### src/rtl/morse_pkg.sv
// morse_pkg: shared Morse code constants, state encoding and timing
// multipliers for the receive path and the pattern matcher.
package morse_pkg;

    localparam logic [2:0] CH_S = 3'd0;
    localparam logic [2:0] CH_T = 3'd1;
    localparam logic [2:0] CH_U = 3'd2;
    localparam logic [2:0] CH_V = 3'd3;
    localparam logic [2:0] CH_W = 3'd4;
    localparam logic [2:0] CH_X = 3'd5;
    localparam logic [2:0] CH_Y = 3'd6;
    localparam logic [2:0] CH_Z = 3'd7;

    typedef enum logic [1:0] {
        IDLE  = 2'd0,
        MARK  = 2'd1,
        SPACE = 2'd2,
        ABORT = 2'd3
    } state_t;

    localparam logic DOT  = 1'b0;
    localparam logic DASH = 1'b1;

    // Thresholds in units: glitch below 1/2, dash from 2, gap 2, stuck 4
    localparam int GLITCH_DIV = 2;
    localparam int DASH_MUL   = 2;
    localparam int GAP_MUL    = 2;
    localparam int STUCK_MUL  = 4;

endpackage

### src/rtl/morse_pattern_match.sv
// morse_pattern_match: maps a collected element pattern (first element
// in bit 0, dash=1) to its 3-bit character code.
module morse_pattern_match
    import morse_pkg::*;
(
    input  logic [2:0] n_i,
    input  logic [3:0] elem_i,
    input  logic       ovf_i,
    output logic [2:0] code_o,
    output logic       match_o
);

    always_comb begin
        code_o  = CH_S;
        match_o = 1'b0;
        case ({n_i, elem_i})
            7'b011_0000: begin code_o = CH_S; match_o = 1'b1; end
            7'b001_0001: begin code_o = CH_T; match_o = 1'b1; end
            7'b011_0100: begin code_o = CH_U; match_o = 1'b1; end
            7'b100_1000: begin code_o = CH_V; match_o = 1'b1; end
            7'b011_0110: begin code_o = CH_W; match_o = 1'b1; end
            7'b100_1001: begin code_o = CH_X; match_o = 1'b1; end
            7'b100_1101: begin code_o = CH_Y; match_o = 1'b1; end
            7'b100_0011: begin code_o = CH_Z; match_o = 1'b1; end
            default: ;
        endcase
        if (ovf_i) match_o = 1'b0;
    end

endmodule

### src/rtl/morse_receiver.sv
// morse_receiver: times marks and spaces on a synchronised key line,
// classifies dots/dashes and decodes letters S..Z on a letter gap.
module morse_receiver
    import morse_pkg::*;
#(
    parameter int UNIT_CYCLES = 25000000
) (
    input  logic       clock,
    input  logic       reset_n,
    input  logic       key_in,
    output logic [2:0] char,
    output logic       char_valid,
    output logic       char_error,
    output logic       busy
);

    localparam int CNT_W = $clog2(STUCK_MUL * UNIT_CYCLES + 2);
    localparam logic [CNT_W-1:0] CNT_MAX =
        CNT_W'(STUCK_MUL * UNIT_CYCLES + 1);
    localparam logic [CNT_W-1:0] GLITCH_LEN =
        CNT_W'(UNIT_CYCLES / GLITCH_DIV);
    localparam logic [CNT_W-1:0] DASH_LEN = CNT_W'(DASH_MUL * UNIT_CYCLES);
    localparam logic [CNT_W-1:0] GAP_LEN = CNT_W'(GAP_MUL * UNIT_CYCLES);
    localparam logic [CNT_W-1:0] STUCK_LEN = CNT_W'(STUCK_MUL * UNIT_CYCLES);

    logic             sync_q, key_q, lvl_q;
    logic [CNT_W-1:0] cnt_q, cnt_d;
    state_t           state_q, state_d;
    logic [3:0]       elem_q, elem_d;
    logic [2:0]       n_q, n_d;
    logic             ovf_q, ovf_d;
    logic [2:0]       char_q, char_d;
    logic             valid_q, valid_d;
    logic             error_q, error_d;
    logic [2:0]       code;
    logic             match;
    logic             mark_end, stuck, gap_done, is_glitch, is_dash;

    // cnt_q holds the run length of lvl_q, i.e. it lags key_q by a cycle
    always_comb begin
        if (key_q != lvl_q) cnt_d = CNT_W'(1);
        else if (cnt_q == CNT_MAX) cnt_d = CNT_MAX;
        else cnt_d = cnt_q + CNT_W'(1);
    end

    assign mark_end  = lvl_q & ~key_q;
    assign stuck     = lvl_q & key_q & (cnt_q == STUCK_LEN);
    assign gap_done  = ~lvl_q & ~key_q & (cnt_q >= GAP_LEN);
    assign is_glitch = cnt_q < GLITCH_LEN;
    assign is_dash   = cnt_q >= DASH_LEN;

    morse_pattern_match u_match (
        .n_i     (n_q),
        .elem_i  (elem_q),
        .ovf_i   (ovf_q),
        .code_o  (code),
        .match_o (match)
    );

    always_ff @(posedge clock or negedge reset_n) begin
        if (!reset_n) state_q <= IDLE;
        else state_q <= state_d;
    end

    always_comb begin
        state_d = state_q;
        case (state_q)
            IDLE:  if (key_q) state_d = MARK;
            MARK: begin
                if (stuck) state_d = ABORT;
                else if (mark_end)
                    state_d = (is_glitch && n_q == 3'd0) ? IDLE : SPACE;
            end
            SPACE: begin
                if (key_q) state_d = MARK;
                else if (gap_done) state_d = IDLE;
            end
            ABORT: if (gap_done) state_d = IDLE;
            default: state_d = IDLE;
        endcase
    end

    always_comb begin
        elem_d  = elem_q;
        n_d     = n_q;
        ovf_d   = ovf_q;
        char_d  = char_q;
        valid_d = 1'b0;
        error_d = 1'b0;
        case (state_q)
            MARK: begin
                if (stuck) begin
                    error_d = 1'b1;
                    elem_d  = 4'd0;
                    n_d     = 3'd0;
                    ovf_d   = 1'b0;
                end else if (mark_end && !is_glitch) begin
                    if (n_q == 3'd4) begin
                        ovf_d = 1'b1;
                    end else begin
                        elem_d[n_q[1:0]] = is_dash ? DASH : DOT;
                        n_d = n_q + 3'd1;
                    end
                end
            end
            SPACE: begin
                if (!key_q && gap_done) begin
                    valid_d = match;
                    error_d = ~match;
                    if (match) char_d = code;
                    elem_d = 4'd0;
                    n_d    = 3'd0;
                    ovf_d  = 1'b0;
                end
            end
            default: ;
        endcase
    end

    always_ff @(posedge clock or negedge reset_n) begin
        if (!reset_n) begin
            sync_q  <= 1'b0;
            key_q   <= 1'b0;
            lvl_q   <= 1'b0;
            cnt_q   <= '0;
            elem_q  <= 4'd0;
            n_q     <= 3'd0;
            ovf_q   <= 1'b0;
            char_q  <= 3'd0;
            valid_q <= 1'b0;
            error_q <= 1'b0;
        end else begin
            sync_q  <= key_in;
            key_q   <= sync_q;
            lvl_q   <= key_q;
            cnt_q   <= cnt_d;
            elem_q  <= elem_d;
            n_q     <= n_d;
            ovf_q   <= ovf_d;
            char_q  <= char_d;
            valid_q <= valid_d;
            error_q <= error_d;
        end
    end

    assign char       = char_q;
    assign char_valid = valid_q;
    assign char_error = error_q;
    assign busy       = (state_q != IDLE);

endmodule

### config.mk
export PLATFORM = sky130hd
export DESIGN_NAME = morse_receiver
export DESIGN_NICKNAME = d
export VERILOG_FILES = /design/src/rtl/morse_pkg.sv /design/src/rtl/morse_pattern_match.sv /design/src/rtl/morse_receiver.sv
export SDC_FILE = /design/constraint.sdc
export NUM_CORES = 1
export LEC_CHECK = 0
export ABC_AREA = 1
export ABC_CLOCK_PERIOD_IN_PS = 2900
export CAP_MARGIN = 30
export CORE_ASPECT_RATIO = 0.8
export CORE_MARGIN = 2
export CORE_UTILIZATION = 69
export CTS_BUF_LIST = sky130_fd_sc_hd__clkbuf_4
export DETAILED_ROUTE_END_ITERATION = 6
export PLACE_DENSITY = 0.91
export SLEW_MARGIN = 10
export SYNTH_ARGS = -nofsm -noshare
export SYNTH_HDL_FRONTEND = slang
export SYNTH_SLANG_ARGS = --single-unit
### constraint.sdc
create_clock -name clock -period 2.9 [get_ports clock]
set_input_delay 0.435 -clock clock [delete_from_list [all_inputs] [get_ports clock]]
set_output_delay 0.435 -clock clock [all_outputs]
set_load 0.005 [all_outputs]
==> results summary <==
The run finished, with violations left. The checks that failed: hold timing. The number of antenna diodes in the final layout is 0. The clock tree from TritonCTS is yes. After synthesis, the share of cell area in mux cells is 0%. The maximum clock skew at final layout came out at 0.0150 ns. Across all hold checks on the routed design, the worst slack comes to -0.00586 ns. Timing would allow up to 0.463 GHz.

The slew at the pin closest to its max-slew limit came out at 0.591 ns. The destination of the worst register-to-register timing path is state_q[1]. The number of buffers added for setup after CTS is 0.

The largest net degree at the start of global routing came out at 28. The count of synthesis-stage warnings from yosys is 0. The number of flops mapped to enable cells by yosys came out at 0.

The leakage power figure is 1.61 nW. The maximum count of clock buffers along a single path is 2. The H-tree generated during clock tree synthesis spans 2 levels. The overall die width is 80.1 um. By area, the combinational part of the netlist is dominated by simple AND/OR/NAND/NOR gates. The clock period minus worst slack is 2.16 ns. The initial core utilization came out at 70.9%. The die height is 64.9 um. The post-route clock period utilization is 74.5%. Of all flip-flops after synthesis, the portion carrying an async set or reset was 100%. The share of the Yosys chip area taken by registers is 35.2%.

The most common library cell in the layout ignoring fill and taps is sky130_fd_sc_hd__nand2_1. The area occupied by multi-input gates came out at 0.00180 mm2. VDD sags by at most 553 uV. The setup slack on the worst flop-to-flop path came out at 0.83 ns. The total nets after synthesis is 462.

The final count of pins violating max slew is 0. The detailed-routed wire length on met3 came out at 612 um. The area of the die is 0.00520 mm2.

The category of the critical setup timing path is flop to primary output. The path class of the lowest-slack min-delay path is input pin to async pin. Fill cells in the final layout number 342. The tool flagged a number of max-cap violations equal to 0. The top-level I/O count came out at 9. Routability-driven placement finished with a final weighted congestion of 0.947. The synthesized-area fraction occupied by xor and xnor cells is 2.74%. The area of the core is 0.00451 mm2. Setup repair after global routing left no endpoint under its margin. The site row count came out at 22.

After legalization and detailed placement, the total HPWL measured 5760 um. The count of input and output buffers is 8. The global-route congestion overflow total came out at 0. The number of hold buffers added after CTS was 0. Yosys attributes the largest share of cell area to sky130_fd_sc_hd__dfrtp_1 (35%), sky130_fd_sc_hd__nand2_1 (10%), sky130_fd_sc_hd__nor2_1 (9.3%). The met2 wirelength from detailed routing came out at 3350 um. The arrival time reported for the critical path endpoint is 1.73 ns. The final sum of negative setup slack is 0 ns.

The share of final-layout standard cells stronger than drive strength 1 is 11.8%. The number of remaining DRC errors is 0. Headroom to the max-slew limit came out at 60.6%. The adder-cell area share of the yosys netlist is 6.26%.

The count of different cell masters after synthesis is 40. The area share of the largest cell type after synthesis is 35.2%. The sort of element at the start of the critical path is a flop. The dominant synthesized flop cell is sky130_fd_sc_hd__dfrtp_1.

The number of standard cells after synthesis is 443. In this run the clock root is driven by a sky130_fd_sc_hd__clkbuf_4. The number of synthesized register bits is 45. The detailed-router iteration count before antenna repair is 7.

The layout net count came out at 475. The mapped cell area is 0.00320 mm2. The post-synthesis to final-layout area growth came out at 7.67%. The number of global-route vias before repair was 2,759.

The global-route usage over all layers came out at 31.5%. The number of buffers added by the clock tree synthesis step came out at 5. In this run the power density over the cells is 533 mW/mm2.

The source of the worst register-to-register timing path is state_q[0]. The total setup violations reported at the end of the flow came out at 0. The initial antenna violation count came out at 0.

Dividing the detail-routed wire length by the instance count gives 14.4 um. The number of cell instances on the worst register-to-register path came out at 8. The nature of the critical path endpoint is a primary output. In this run the top signal layer used is met4. The number of routed nets with antenna violations came out at 0. After detailed routing, the wire length on met1 is 3380 um. The clock drives 45 sinks. The via count normalized by instance count is 5.76. For this block, the initial DRC count from the detailed router was 346.

The simple-gate share of the synthesized area is 39.8%. In this run the worst path has a maximum fanout of 5. The number of gates resized after CTS was 0. The biggest area contributor in the post-synthesis netlist is sky130_fd_sc_hd__dfrtp_1. In the layout the commonest cells are sky130_fd_sc_hd__nand2_1 (86), sky130_fd_sc_hd__nor2_1 (79), sky130_fd_sc_hd__inv_1 (61), sky130_fd_sc_hd__dfrtp_1 (45), sky130_fd_sc_hd__nand3_1 (28). The total via count after detailed routing came out at 2,979. The register cell area after layout is 0.00113 mm2. The required time reported for the critical path endpoint came out at 2.47 ns. The post-detailed-routing wire length is 7450 um. The clock insertion delay at the later pin of the skew report is 0.37 ns. The number of hold-slack violations in the final timing report came to 8. The clock transition at the register clock pins on the worst setup and hold paths after CTS came out at 0.15 ns.

The first-pass GRT wire length came out at 12,700 um. The fraction of the mapped netlist area in compound gates came out at 7.51%. In this run the worst setup path begins at state_q[0]. The average size of a mapped cell came out at 7.22 um2.
-- synth_stat cells, drive strengths merged, types with 2 or more instances --
master / instances
nand2: 99
nor2: 91
inv: 65
dfrtp: 45
nand3: 34
o21ai: 22
a21oi: 16
ha: 16
nand4: 16
nor3: 12
xor2: 9
clkbuf: 3
clkinv: 2
-- registers in the layout (all words and copies together), names as in the netlist --
register	cells
lvl_q	1
elem_q	4
char_error	1
char	3
char_valid	1
ovf_q	1
key_q	1
cnt_q	27
sync_q	1
n_q	3
state_q	2
-- routing by layer --
metal	GRT usage [%]	up-vias
met2	47.4	145
met1	46.7	1387
met4	9.32	0
li1	-	1432
met3	5.01	15
met5	0	-
-- worst max-delay path, stage by stage, from the launching register on --
cell	delay, ns
sky130_fd_sc_hd__dfrtp_1	0.45
sky130_fd_sc_hd__inv_1	0.12
sky130_fd_sc_hd__ha_1	0.20
sky130_fd_sc_hd__inv_1	0.09
sky130_fd_sc_hd__clkdlybuf4s50_1	0.50
-- report_power, final --
group	switching [mW]	internal, mW	total (mW)
combinational	0.462	0.233	0.695
sequential	0.0555	0.679	0.735
clock	0.224	0.183	0.407
-- cell type report --
class                      instances  share of cell area, %
multi-input combinational        327                   52.3
sequential                        45                   32.7
inverter                          67                   7.41
timing repair buffer              10                   2.98
tap                               60                   2.18
clock inverter                     3                   1.34
clock buffer                       5                   1.09
-- stage by stage --
stage	instances	total power, mW	utilization, %	setup WS, ns	area, um2
floorplan	443	1.24	-	1.16	3200
global placement	508	1.39	74.0	1.04	3340
detailed placement	509	1.42	74.4	0.924	3360
CTS	517	1.83	76.3	0.746	3440
global route	517	1.97	76.3	0.636	3440
finish	517	1.84	76.3	0.740	3440
-- logic make-up (layout without fill, tap and decap cells) --
| group | count (synthesis) | count (layout) |
|---|---|---|
| xor gates and xnor gates | 10 | 10 |
| DFF | 45 | 45 |
| AOI/OAI and AO/OA | 43 | 43 |
| adders and majority gates | 16 | 16 |
| and+or+nand+nor | 258 | 258 |
| buffers and inverters | 71 | 85 |
-- how the worst max path moves through the flow --
stage | endpoint | slack, ns
floorplan | char[1] | 1.16
global placement | char[1] | 1.04
detailed placement | char[1] | 0.92
CTS | busy | 0.75
global route | busy | 0.64
finish | busy | 0.74
Note: power is estimated with default switching activity, not from simulation.
